`src/rtl/pipe_stage_skid.sv`:
```
`default_nettype none
// ============================================================================
// Module      : pipe_stage_skid
// Description : Parametrised pipeline stage register with valid/ready flow
//               control, synchronous flush and an optional 2-entry skid
//               buffer. The control field is forced to zero whenever the
//               head entry is invalid. The data field holds its last value.
// Ports       : clk, rst_n     - clock, asynchronous active-low reset
//               flush          - synchronous discard of all held entries
//               in_valid/in_ready/in_ctrl/in_data     - upstream side
//               out_valid/out_ready/out_ctrl/out_data - downstream side
//               occupancy      - number of held entries (0..2)
// Revision    : 1.0 - initial release
// ============================================================================
module pipe_stage_skid #(
    parameter int CTRL_W = 2,
    parameter int DATA_W = 69,
    parameter int SKID   = 1
) (
    input  logic              clk,
    input  logic              rst_n,
    input  logic              flush,
    input  logic              in_valid,
    output logic              in_ready,
    input  logic [CTRL_W-1:0] in_ctrl,
    input  logic [DATA_W-1:0] in_data,
    output logic              out_valid,
    input  logic              out_ready,
    output logic [CTRL_W-1:0] out_ctrl,
    output logic [DATA_W-1:0] out_data,
    output logic [1:0]        occupancy
);

    logic              w_accept;
    logic              w_drain;

    // Main (head) entry registers; next values come from the mode-specific
    // control logic below.
    logic [CTRL_W-1:0] main_ctrl_q;
    logic [CTRL_W-1:0] main_ctrl_d;
    logic [DATA_W-1:0] main_data_q;
    logic [DATA_W-1:0] main_data_d;

    assign w_accept = in_valid & in_ready;
    assign w_drain  = out_valid & out_ready;

    always_ff @(posedge clk or negedge rst_n) begin
        if (!rst_n) begin
            main_ctrl_q <= '0;
            main_data_q <= '0;
        end else begin
            main_ctrl_q <= main_ctrl_d;
            main_data_q <= main_data_d;
        end
    end

    // Bubbles never assert a control bit.
    assign out_ctrl = main_ctrl_q & {CTRL_W{out_valid}};
    assign out_data = main_data_q;

    generate
        if (SKID != 0) begin : g_skid
            typedef enum logic [1:0] {
                ST_EMPTY = 2'd0,
                ST_ONE   = 2'd1,
                ST_TWO   = 2'd2
            } state_t;

            state_t            state_q;
            state_t            state_d;
            logic [CTRL_W-1:0] skid_ctrl_q;
            logic [CTRL_W-1:0] skid_ctrl_d;
            logic [DATA_W-1:0] skid_data_q;
            logic [DATA_W-1:0] skid_data_d;

            always_ff @(posedge clk or negedge rst_n) begin
                if (!rst_n) begin
                    state_q     <= ST_EMPTY;
                    skid_ctrl_q <= '0;
                    skid_data_q <= '0;
                end else begin
                    state_q     <= state_d;
                    skid_ctrl_q <= skid_ctrl_d;
                    skid_data_q <= skid_data_d;
                end
            end

            always_comb begin
                state_d     = state_q;
                main_ctrl_d = main_ctrl_q;
                main_data_d = main_data_q;
                skid_ctrl_d = skid_ctrl_q;
                skid_data_d = skid_data_q;
                if (flush) begin
                    // Data registers are intentionally left untouched.
                    state_d     = ST_EMPTY;
                    main_ctrl_d = '0;
                    skid_ctrl_d = '0;
                end else begin
                    case (state_q)
                        ST_EMPTY: begin
                            if (w_accept) begin
                                state_d     = ST_ONE;
                                main_ctrl_d = in_ctrl;
                                main_data_d = in_data;
                            end
                        end
                        ST_ONE: begin
                            if (w_accept && w_drain) begin
                                main_ctrl_d = in_ctrl;
                                main_data_d = in_data;
                            end else if (w_accept) begin
                                state_d     = ST_TWO;
                                skid_ctrl_d = in_ctrl;
                                skid_data_d = in_data;
                            end else if (w_drain) begin
                                state_d     = ST_EMPTY;
                                main_ctrl_d = '0;
                            end
                        end
                        ST_TWO: begin
                            // in_ready is low here, so only a drain can occur.
                            if (w_drain) begin
                                state_d     = ST_ONE;
                                main_ctrl_d = skid_ctrl_q;
                                main_data_d = skid_data_q;
                                skid_ctrl_d = '0;
                            end
                        end
                        default: begin
                            state_d = ST_EMPTY;
                        end
                    endcase
                end
            end

            // Depends on state only: no combinational path from out_ready.
            assign in_ready  = (state_q != ST_TWO);
            assign out_valid = (state_q != ST_EMPTY);
            assign occupancy = (state_q == ST_TWO) ? 2'd2 :
                               (state_q == ST_ONE) ? 2'd1 : 2'd0;
        end else begin : g_single
            logic valid_q;
            logic valid_d;

            always_ff @(posedge clk or negedge rst_n) begin
                if (!rst_n) begin
                    valid_q <= 1'b0;
                end else begin
                    valid_q <= valid_d;
                end
            end

            always_comb begin
                valid_d     = valid_q;
                main_ctrl_d = main_ctrl_q;
                main_data_d = main_data_q;
                if (flush) begin
                    valid_d     = 1'b0;
                    main_ctrl_d = '0;
                end else if (w_accept) begin
                    // Covers simultaneous drain: the register simply reloads.
                    valid_d     = 1'b1;
                    main_ctrl_d = in_ctrl;
                    main_data_d = in_data;
                end else if (w_drain) begin
                    valid_d     = 1'b0;
                    main_ctrl_d = '0;
                end
            end

            assign in_ready  = ~valid_q | out_ready;
            assign out_valid = valid_q;
            assign occupancy = {1'b0, valid_q};
        end
    endgenerate

endmodule
`default_nettype wire

```
`config.mk`:
```
export PLATFORM = sky130hd
export DESIGN_NAME = pipe_stage_skid
export DESIGN_NICKNAME = d
export VERILOG_FILES = /design/src/rtl/pipe_stage_skid.sv
export SDC_FILE = /design/constraint.sdc
export NUM_CORES = 1
export LEC_CHECK = 0
export ABC_AREA = 1
export ABC_CLOCK_PERIOD_IN_PS = 5200
export BUFFER_PORTS_ARGS = -buffer_cell sky130_fd_sc_hd__buf_2
export CAP_MARGIN = 5
export CORE_ASPECT_RATIO = 0.75
export CORE_UTILIZATION = 30
export DETAILED_ROUTE_END_ITERATION = 8
export PLACE_DENSITY_LB_ADDON = 0.2
export SLEW_MARGIN = 40
export SYNTH_ARGS = -nofsm -noshare
export SYNTH_HDL_FRONTEND = slang
export SYNTH_SLANG_ARGS = --single-unit
```
`constraint.sdc`:
```
create_clock -name clk -period 5.2 [get_ports clk]
set_input_delay 0.52 -clock clk [delete_from_list [all_inputs] [get_ports clk]]
set_output_delay 0.52 -clock clk [all_outputs]
set_load 0.05 [all_outputs]
```
==> run metrics <==
CTS resizes=0; Critical Path Source Type=flip-flop; via/cell ratio=4.23; WL/cell=11.9 um; Slew Limit Fails=0; P_leak=roughly 4.2 nW; sequential power share=36.1%; syn nets=892; synth warn=0; FF-to-FF Start=g_skid.state_q[0]; postcts setup bufs=0; Worst Hold Class=in2reg; mux share of post-synthesis cell area=0%; largest net degree at the start of global routing=between 80 and 90; insertion delay to the later sink of the worst-skew pair=0.43 ns; fmax=316 MHz; row count=46; RSZ-0062 raised after global routing=no; Clk network pwr share=a little over a fifth; adder-cell area share of the yosys netlist=0.951%; Power Density=672 mW/mm2; Cell Area, Placed=about 0.0075 mm2; Initial Util=30.9%; grt ovf=0; initial antenna violation count=0; worst-path maximum fanout=77; first-pass GRT wire length=between 20000 and 25000 um; total track usage=13.8%; Clock Skew=0.0123 ns; Antenna Cells=0; switching fraction of total power=46.3%; Psw=2.51 mW; Via Count=5252; setup TNS=0 ns; port bufs=150; fin nets=1023; GP Congestion=roughly 0.8; fin worst setup slack=2.04 ns; most frequent cells in the layout=nand2_1, buf_2, inv_1; WP data required=approximately 4.7 ns; die area=0.0225 mm2; crit path launch=g_skid.state_q[0]; largest family of logic cells by synthesized area=compound AO/OA/AOI/OAI gates; outcome=completed; Avg Cell Area, Syn=8.11 um2; Crit. End Element=output pin; Yosys cell types=25; min-delay src=in_data[42]; htree depth=4; post-synthesis simple-gate area fraction=14.9%; DRT antenna net count=0; Max clock buf depth=2; peak per-stage delay on the critical path=0.66 ns; Max VDD drop=317 uV; Finished Layout Cells=1242; share of layout cells above drive strength 1=20.6%; combinational share of power=42.2%; minimum clock period=3.16 ns; Cell Chain, Critical Path=inv_1 > ha_4 > buf_4 > buf_2; Cells after Synth=811; # fillers=2254; die width=approximately 170 um; clock-pin slew on the worst setup and hold paths=roughly 0.07 ns; fin crit share=about three fifths; final instance area=0.00808 mm2; Finish-stage setup viols=0; compound-gate portion of the synthesized area=about 17%; CTS buffer count=17; post-synthesis sequential area ratio=a little over half; critical path class=reg2out; DR pass1 iterations=4; commonest non-fill, non-tap cell in the layout=nand2_1; crit path max-delay cell type=buf_4; Slew HR=about 53%; residual DRC count=0; TritonCTS Sinks=144; IO Count=~150; core area=0.0213 mm2; CTS tree=yes; Die H=130 um; post-synthesis register bit count=144; Int Pwr=~2.9 mW; HPWL Detailed=9550 um; post-synthesis cell area=about 0.0066 mm2; hold_buf cts=1; Post-Place Cells=1209; Critical Path AT=~2.6 ns; pre-CTS WS=around 2.3 ns; Final Hold Fails=0; clock root cell=clkbuf_16; Initial DRC Count=400; vias in the first global route=about 4800; Post-Synth XOR/XNOR Area=0%; MaxCap Viol Count=0; drt total wl=14800 um; Least-Margin Pin Slew=~0.71 ns; Layout area overhead=22.8%
## critical path, delay by kind of cell, from the launching register on
family                     cells  cell delay [ns]
adders and majority gates      1             0.59
buffers and inverters          3             1.19
DFF                            1             0.41
## power groups by stage
stage	Clock, mW	Combinational (mW)	Sequential (mW)
6_report	1.18	2.29	1.96
2_1_floorplan	0	0.923	2.84
5_1_grt	1.27	2.53	2.04
4_1_cts	1.22	2.31	1.96
3_3_place_gp	0	2.27	1.98
3_5_place_dp	0	2.30	1.98
## path summary, 6_finish.rpt
kind / to / slack [ns] / depth (start not counted)
max in group asynchronous: main_ctrl_q[0] / 3.70 / 3
worst min-delay path: g_skid.skid_data_q[42] / 0.34 / 3
min in group asynchronous: out_data[44] / 0.57 / 2
worst max register to register: g_skid.skid_data_q[6] / 2.28 / 10
worst max-delay path: occupancy[1] / 2.04 / 4
worst min register to register: g_skid.skid_data_q[58] / 0.49 / 2
## kinds of logic (layout without fill, tap and decap cells)
group | count (synthesis) | after routing
DFF | 144 | 144
buffers and inverters | 196 | 339
and+or+nand+nor | 248 | 248
adders and majority gates | 5 | 5
AOI/OAI and AO/OA | 218 | 218
## synthesized netlist by cell type (all sizes together)
master,number,area [um2]
o21bai,1,7.51
nand3,7,35.0
a21oi,2,10.0
clkbuf,10,37.5
nand2,225,855
buf,36,236
nand3b,1,7.51
dfrtp,144,3600
and3,2,12.5
clkinv,2,8.75
ha,5,62.6
nor3,1,16.3
inv,148,556
nor2,10,40.0
nand4,2,12.5
o21ai,215,1080
## metal layers
| layer | vias to the layer above | track usage (%) | wire [um] |
|---|---|---|---|
| li1 | 2769 | - | - |
| met1 | 2354 | 20.1 | 7970 |
| met2 | 114 | 19.5 | 5980 |
| met3 | 15 | 3.73 | 694 |
| met4 | 0 | 5.00 | 198 |
| met5 | - | 0 | 0 |
## area by class of cell
cell class,instances,area (um2),share of cell area (%)
flip-flops and latches,144,3600,44.6
repair buffers,158,836,10.3
well taps,288,360,4.46
inverters,150,564,6.99
multi-input cells,471,2150,26.7
clock inverters,14,134,1.66
clock buffers,17,425,5.27
## sequential cells by signal (all words and copies together) (netlist names)
signal,count
main_ctrl_q,2
g_skid.skid_ctrl_q,2
g_skid.state_q,2
g_skid.skid_data_q,69
out_data,69
## stage by stage
step / hold WS, ns / utilization, % / power (mW)
floorplan: 0.224 / - / 3.76
global placement: 0.464 / 35.1 / 4.26
detailed placement: 0.463 / 35.1 / 4.28
CTS: 0.325 / 37.8 / 5.50
global route: 0.339 / 37.9 / 5.83
finish: 0.343 / 37.9 / 5.43
Power figures use the tool's default switching activity.
